[config.mk]
export PLATFORM = sky130hd
export DESIGN_NAME = i2s_rx_stereo
export DESIGN_NICKNAME = d
export VERILOG_FILES = /design/src/rtl/i2s_rx_stereo.sv
export SDC_FILE = /design/constraint.sdc
export NUM_CORES = 1
export LEC_CHECK = 0
export CORE_MARGIN = 1
export CORE_UTILIZATION = 35
export DETAILED_ROUTE_END_ITERATION = 10
export GPL_TIMING_DRIVEN = 0
export PLACE_DENSITY = 0.58
export SLEW_MARGIN = 20
export SYNTH_ARGS = -nofsm -noshare
export SYNTH_HDL_FRONTEND = slang
export SYNTH_SLANG_ARGS = --single-unit
[constraint.sdc]
create_clock -name clk -period 2.1 [get_ports clk]
set_input_delay 0.42 -clock clk [delete_from_list [all_inputs] [get_ports clk]]
set_output_delay 0.42 -clock clk [all_outputs]
set_load 0.005 [all_outputs]
[src/rtl/i2s_rx_stereo.sv]
// I2S / left-justified serial audio receiver: oversamples bclk, lrclk and sd in the clk domain,
// deserialises each slot MSB-first and emits aligned left/right pairs with a one-cycle valid strobe.
module i2s_rx_stereo #(
    parameter int w_des       = 24,
    parameter int stereo      = 1,
    parameter int fmt         = 0,
    parameter int left_lvl    = 0,
    parameter int sync_stages = 2
) (
    input  logic             clk,
    input  logic             rst_n,
    input  logic             bclk,
    input  logic             lrclk,
    input  logic             sd,
    output logic [w_des-1:0] left,
    output logic [w_des-1:0] right,
    output logic             valid,
    output logic             slot_err
);

    localparam int cnt_w = $clog2(w_des + 1);
    localparam logic [cnt_w-1:0] cnt_full = cnt_w'(w_des);

    logic [sync_stages-1:0] bclk_sync_q, lr_sync_q, sd_sync_q;
    logic                   bclk_prev_q;
    logic                   lr_eff_q, lr_eff_d;
    logic                   lr_prev_q, lr_prev_d;
    logic [cnt_w-1:0]       cnt_q, cnt_d;
    logic [w_des-1:0]       shift_q, shift_d;
    logic [w_des-1:0]       left_hold_q, left_hold_d;
    logic                   locked_q, locked_d;
    logic                   have_left_q, have_left_d;
    logic [w_des-1:0]       left_q, left_d;
    logic [w_des-1:0]       right_q, right_d;
    logic                   valid_q, valid_d;
    logic                   slot_err_q, slot_err_d;

    logic bclk_s, lr_s, sd_s;
    logic rise, lr_eff, boundary;

    assign bclk_s = bclk_sync_q[sync_stages-1];
    assign lr_s   = lr_sync_q[sync_stages-1];
    assign sd_s   = sd_sync_q[sync_stages-1];

    assign rise     = bclk_s & ~bclk_prev_q;
    // In Philips mode the word select seen at the previous rise absorbs the one-bclk MSB delay.
    assign lr_eff   = (fmt == 1) ? lr_s : lr_eff_q;
    assign boundary = rise && (lr_eff != lr_prev_q);

    always_comb begin
        // NOTE: every next-state signal gets its hold value first so no path through the branches infers a latch.
        lr_eff_d    = lr_eff_q;
        lr_prev_d   = lr_prev_q;
        cnt_d       = cnt_q;
        shift_d     = shift_q;
        left_hold_d = left_hold_q;
        locked_d    = locked_q;
        have_left_d = have_left_q;
        left_d      = left_q;
        right_d     = right_q;
        valid_d     = 1'b0;
        slot_err_d  = 1'b0;

        if (rise) begin
            lr_eff_d  = lr_s;
            lr_prev_d = lr_eff;
            if (boundary) begin
                if (locked_q) begin
                    slot_err_d = (cnt_q < cnt_full);
                    if (lr_prev_q == 1'(left_lvl)) begin
                        if (stereo == 1) begin
                            left_hold_d = shift_q;
                            have_left_d = 1'b1;
                        end else begin
                            left_d  = shift_q;
                            valid_d = 1'b1;
                        end
                    end else if ((stereo == 1) && have_left_q) begin
                        left_d      = left_hold_q;
                        right_d     = shift_q;
                        valid_d     = 1'b1;
                        have_left_d = 1'b0;
                    end
                end
                locked_d = 1'b1;
                shift_d  = w_des'(sd_s) << (w_des - 1);
                cnt_d    = cnt_w'(1);
            end else if (cnt_q < cnt_full) begin
                shift_d = shift_q | (w_des'(sd_s) << (cnt_w'(w_des - 1) - cnt_q));
                cnt_d   = cnt_q + cnt_w'(1);
            end
        end
    end

    // NOTE: all state uses non-blocking assignments so every flop samples pre-edge values.
    always_ff @(posedge clk or negedge rst_n) begin
        if (!rst_n) begin
            bclk_sync_q <= '0;
            lr_sync_q   <= '0;
            sd_sync_q   <= '0;
            bclk_prev_q <= 1'b0;
            lr_eff_q    <= 1'b0;
            lr_prev_q   <= 1'b0;
            cnt_q       <= '0;
            shift_q     <= '0;
            left_hold_q <= '0;
            locked_q    <= 1'b0;
            have_left_q <= 1'b0;
            left_q      <= '0;
            right_q     <= '0;
            valid_q     <= 1'b0;
            slot_err_q  <= 1'b0;
        end else begin
            bclk_sync_q <= {bclk_sync_q[sync_stages-2:0], bclk};
            lr_sync_q   <= {lr_sync_q[sync_stages-2:0], lrclk};
            sd_sync_q   <= {sd_sync_q[sync_stages-2:0], sd};
            bclk_prev_q <= bclk_s;
            lr_eff_q    <= lr_eff_d;
            lr_prev_q   <= lr_prev_d;
            cnt_q       <= cnt_d;
            shift_q     <= shift_d;
            left_hold_q <= left_hold_d;
            locked_q    <= locked_d;
            have_left_q <= have_left_d;
            left_q      <= left_d;
            right_q     <= right_d;
            valid_q     <= valid_d;
            slot_err_q  <= slot_err_d;
        end
    end

    assign left     = left_q;
    assign right    = right_q;
    assign valid    = valid_q;
    assign slot_err = slot_err_q;

endmodule

==> impl_metrics.py <==
metrics = {
    "route": {
        "final_antenna_net_count": 0,
        "route.final.wire_length_microns": 8730,
        "drt_iter0_drc": 125,
        "remaining_drc_errors": 0,
        "vias": 2716,
        "vias_per_cell": 4.824,
        "drt_first_pass_iters": 4,
        "wire_per_inst_microns": 15.51,
    },
    "floorplanning": {
        "fp.coreArea_sq_mm": 0.01221,
        "die_y_microns": 114.8,
        "floorplan_row_count": 40,
        "effective_utilization_at_floorplan_pct": 36.43,
        "design.portCount": 55,
        "chipWidth_microns": 114.8,
        "design.die.area_sq_mm": 0.01317,
    },
    "global_routing": {
        "grt_usage_pct": 15.13,
        "first_global_vias": 2701,
        "global_route.overflow_total": 0,
        "grt_start_max_net_pins": 61,
        "antenna_found_initial": 0,
        "first_pass_grt_wire_length_microns": 14710,
    },
    "pwr": {
        "internal_power_uw": 4809,
        "clock_group_share_of_total_power_pct": 45.6,
        "static-leakage-power_uw": 0.002785,
        "power.switching_uw": 1700,
        "sequentialPowerShare_pct": 41.0,
        "switching_share_of_power_pct": 26.12,
        "vdd_ir_drop_max_uv": 584.7,
        "power.density_mw_per_mm2": 1106,
        "pwr-share-comb_pct": 13.4,
    },
    "critical_path": {
        "critical_path_rt_ns": 2.43,
        "critPathLaunchType": "flip-flop",
        "worst-path-max-fanout": 9,
        "regToRegStartpoint": "cnt_q[3]$_DFFE_PN0P_",
        "reg2reg_to": "cnt_q[3]$_DFFE_PN0P_",
        "r2r.worst_path.cells": 5,
        "worst-r2r-setup-slack_ns": 0.16,
        "timing.critical_path.arrival_ns": 2.27,
        "worstSetupPathType": "reg -> reg",
        "worstSetupEndpointType": "flip-flop",
        "startpoint": "cnt_q[3]$_DFFE_PN0P_",
        "crit_path_end": "cnt_q[3]$_DFFE_PN0P_",
    },
    "finish": {
        "fillers": 1105,
        "area_growth_syn_to_layout_pct": 32.34,
        "post_route_cells_drive_above_1_share_pct": 30.13,
        "postLayoutCoreUtil_pct": 48.22,
        "antennaDiodeCount": 0,
        "final-instance-count-excl-fill": 563,
        "nNetsFinal": 389,
        "stdcell_area_sq_mm": 0.005888,
    },
    "synthesis": {
        "post_synth_edffs": 0,
        "post_synth_xor_area_fraction_pct": 0.5906,
        "synth_mux_area_share_pct": 18.90,
        "synthDominantAreaCellType": "sky130_fd_sc_hd__dfrtp_1",
        "postSynthNetCount": 311,
        "yosysTopAreaCellShare_pct": 64.12,
        "synth_compound_gate_area_share_pct": 5.540,
        "largest_family_of_logic_cells_by_synthesized_area": "multiplexers",
        "synth.avg_cell_area_sq_um": 14.64,
        "synthDistinctLibCells": 41,
        "synthCells": 304,
        "synth_warnings": 0,
        "synth_simple_gate_area_share_pct": 7.508,
        "synthArstFlopShare_pct": 100.0,
        "yosys-top-cells-area": "sky130_fd_sc_hd__dfrtp_1, sky130_fd_sc_hd__mux2_2, sky130_fd_sc_hd__mux2_1",
        "postSynthRegisterBits": 114,
        "postSynth.topFlopCell": "sky130_fd_sc_hd__dfrtp_1",
        "synth-adder-area-share_pct": 0.5624,
        "synth_seq_area_share_pct": 64.12,
        "netlist_area_sq_mm": 0.004449,
    },
    "clock_tree": {
        "root_cell_of_the_clock_tree": "sky130_fd_sc_hd__clkbuf_16",
        "clock_insertion_delay_worst_skew_ns": 0.41,
        "clockBufferDepth": 2,
        "tritoncts": "yes",
        "clock_sinks": 114,
        "cts-buffers-inserted": 17,
        "clk_transition_reported_paths_ns": 0.06,
        "ctsHtreeMaxLevel": 4,
    },
    "sta": {
        "final-setup-viol-count": 0,
        "finalClockSkew_ns": 0.01319,
        "tightest_slew_ns": 0.5787,
        "headroom_to_the_max_slew_limit_pct": 61.29,
        "final.setup.worst_slack_ns": 0.1572,
        "final.min_clock_period_ns": 1.943,
        "period_share_pct": 92.51,
        "finalHoldViolations": 0,
        "fmaxAchievable_mhz": 514.7,
        "rsz0062_at_grt": "no",
        "slew_viol_final": 0,
    },
    "placement": {
        "dp.cells": 527,
        "port_buffers": 54,
        "place.gp.congestion": 0.7445,
        "hpwlAfterDp_microns": 5546,
        "placed_cell_area_sq_mm": 0.005229,
        "place_worst_setup_slack_ns": 0.1074,
    },
    "outcome": {
        "run_status": "complete, no violations",
    },
    "hold_path": {
        "whs_path_depth": 0,
        "worst_hold_path_type": "reg -> reg",
    },
    "flow_run": {
        "drv_cap": 0,
    },
}
registers in the layout, summed over array words and instances, names as in the netlist:
name	flops
valid	1
slot_err	1
bclk_prev_q	1
locked_q	1
bclk_sync_q	2
lr_eff	1
lr_prev_q	1
right	24
left_hold_q	24
shift_q	24
cnt_q	5
have_left_q	1
left	24
sd_sync_q	2
lr_sync_q	2
layer usage:
| layer | global-route usage, % | routed length, microns | vias up |
|---|---|---|---|
| li1 | - | - | 1255 |
| met5 | 0 | 0 | - |
| met3 | 4.270 | 335 | 14 |
| met4 | 6.494 | 144 | 0 |
| met1 | 20.78 | 4246 | 1395 |
| met2 | 22.51 | 4003 | 52 |
worst min path at each step:
stage / slack [ns] / to / start
2_1_floorplan: 0.12 / bclk_prev_q$_DFF_PN0_ / rst_n
3_3_place_gp: 0.33 / lr_sync_q[1]$_DFF_PN0_ / lr_sync_q[0]$_DFF_PN0_
3_5_place_dp: 0.34 / bclk_sync_q[1]$_DFF_PN0_ / bclk_sync_q[0]$_DFF_PN0_
4_1_cts: 0.34 / lr_sync_q[1]$_DFF_PN0_ / lr_sync_q[0]$_DFF_PN0_
5_1_grt: 0.35 / bclk_sync_q[1]$_DFF_PN0_ / bclk_sync_q[0]$_DFF_PN0_
6_report: 0.34 / lr_sync_q[1]$_DFF_PN0_ / lr_sync_q[0]$_DFF_PN0_
cell usage in the layout (no fill, tap or decap), types with 2 or more instances in the layout:
| master | Yosys | routed |
|---|---|---|
| sky130_fd_sc_hd__a21o_1 | 3 | 3 |
| sky130_fd_sc_hd__a21oi_1 | 3 | 3 |
| sky130_fd_sc_hd__a22o_1 | 6 | 6 |
| sky130_fd_sc_hd__a31oi_1 | 15 | 15 |
| sky130_fd_sc_hd__a32o_1 | 2 | 2 |
| sky130_fd_sc_hd__buf_1 | 3 | 3 |
| sky130_fd_sc_hd__buf_2 | 2 | 2 |
| sky130_fd_sc_hd__buf_4 | 3 | 6 |
| sky130_fd_sc_hd__buf_6 | 5 | 6 |
| sky130_fd_sc_hd__bufinv_16 | 0 | 3 |
| sky130_fd_sc_hd__clkbuf_1 | 3 | 3 |
| sky130_fd_sc_hd__clkbuf_16 | 0 | 17 |
| sky130_fd_sc_hd__clkdlybuf4s50_1 | 0 | 53 |
| sky130_fd_sc_hd__clkinv_4 | 0 | 5 |
| sky130_fd_sc_hd__clkinvlp_4 | 0 | 3 |
| sky130_fd_sc_hd__dfrtp_1 | 114 | 114 |
| sky130_fd_sc_hd__ha_1 | 2 | 2 |
| sky130_fd_sc_hd__inv_1 | 2 | 2 |
| sky130_fd_sc_hd__inv_6 | 0 | 2 |
| sky130_fd_sc_hd__mux2_1 | 9 | 9 |
| sky130_fd_sc_hd__mux2_2 | 63 | 63 |
| sky130_fd_sc_hd__mux2i_1 | 3 | 3 |
| sky130_fd_sc_hd__nand2_1 | 13 | 13 |
| sky130_fd_sc_hd__nand3_1 | 5 | 5 |
| sky130_fd_sc_hd__nor2_1 | 17 | 17 |
| sky130_fd_sc_hd__nor2b_1 | 2 | 2 |
| sky130_fd_sc_hd__nor3_1 | 3 | 3 |
| sky130_fd_sc_hd__nor3b_1 | 2 | 2 |
| sky130_fd_sc_hd__nor4b_4 | 1 | 2 |
| sky130_fd_sc_hd__o21ai_0 | 4 | 4 |
| sky130_fd_sc_hd__xor2_1 | 2 | 2 |
cells in the mapped netlist (all sizes together) (2+ instances only):
master and instances:
a31oi 15, nor2b 2, nor4 2, clkbuf 4
nor3b 2, a32o 2, nand2 14, nor3 3
nand3 5, dfrtp 114, o21ai 4, buf 13
a21o 3, mux2i 3, ha 2, a21oi 3
nor4b 3, inv 2, nand2b 2, mux2 72
nor2 18, a22o 6, xor2 2
logic make-up after synthesis:
family,count (synthesis)
compound gates,35
flops,114
mux,75
xor+xnor,3
fa+ha+maj,2
buf+inv,19
simple gates,56
timing repair:
item                                    CTS  global route
endpoints found under the setup margin    0             7
endpoints found under the hold margin    49             0
setup buffers                             0             3
hold buffers                              1             0
resized for setup                         0             1
stage by stage:
stage / total power (uW) / TNS (ns) / hold WS [ns]
after floorplan: 3175 / 0 / 0.1244
after global placement: 3537 / -425.16 / 0.3341
after detailed placement: 3571 / 0 / 0.3394
after CTS: 6579 / 0 / 0.3446
after global routing: 6856 / 0 / 0.3550
final: 6510 / 0 / 0.3415
cell type report:
cell class / count / area (sq um) / area share [%]
buffer: 17 / 116.4 / 1.976
sequential: 114 / 2853 / 48.45
multi-input combinational: 171 / 1481 / 25.16
timing repair buffer: 59 / 601.8 / 10.22
inverter: 2 / 7.507 / 0.1275
clock buffer: 18 / 439.2 / 7.459
clock inverter: 14 / 178.9 / 3.039
tap: 168 / 210.2 / 3.570
power by group through the flow:
stage          clock (uW)  combinational (uW)  sequential [uW]
3_3_place_gp            0                 842             2700
4_1_cts              3040                 875             2670
6_report             2970                 871             2670
2_1_floorplan           0                 531             2640
3_5_place_dp            0                 867             2700
5_1_grt              3160                 989             2710
critical path: stages, from the launching register on:
cell and delay [ns]:
sky130_fd_sc_hd__dfrtp_1 0.46, sky130_fd_sc_hd__ha_1 0.34, sky130_fd_sc_hd__or3b_1 0.37, sky130_fd_sc_hd__buf_2 0.18, sky130_fd_sc_hd__or3_1 0.37, sky130_fd_sc_hd__a21oi_1 0.14
(Power assumes the default switching activity.)
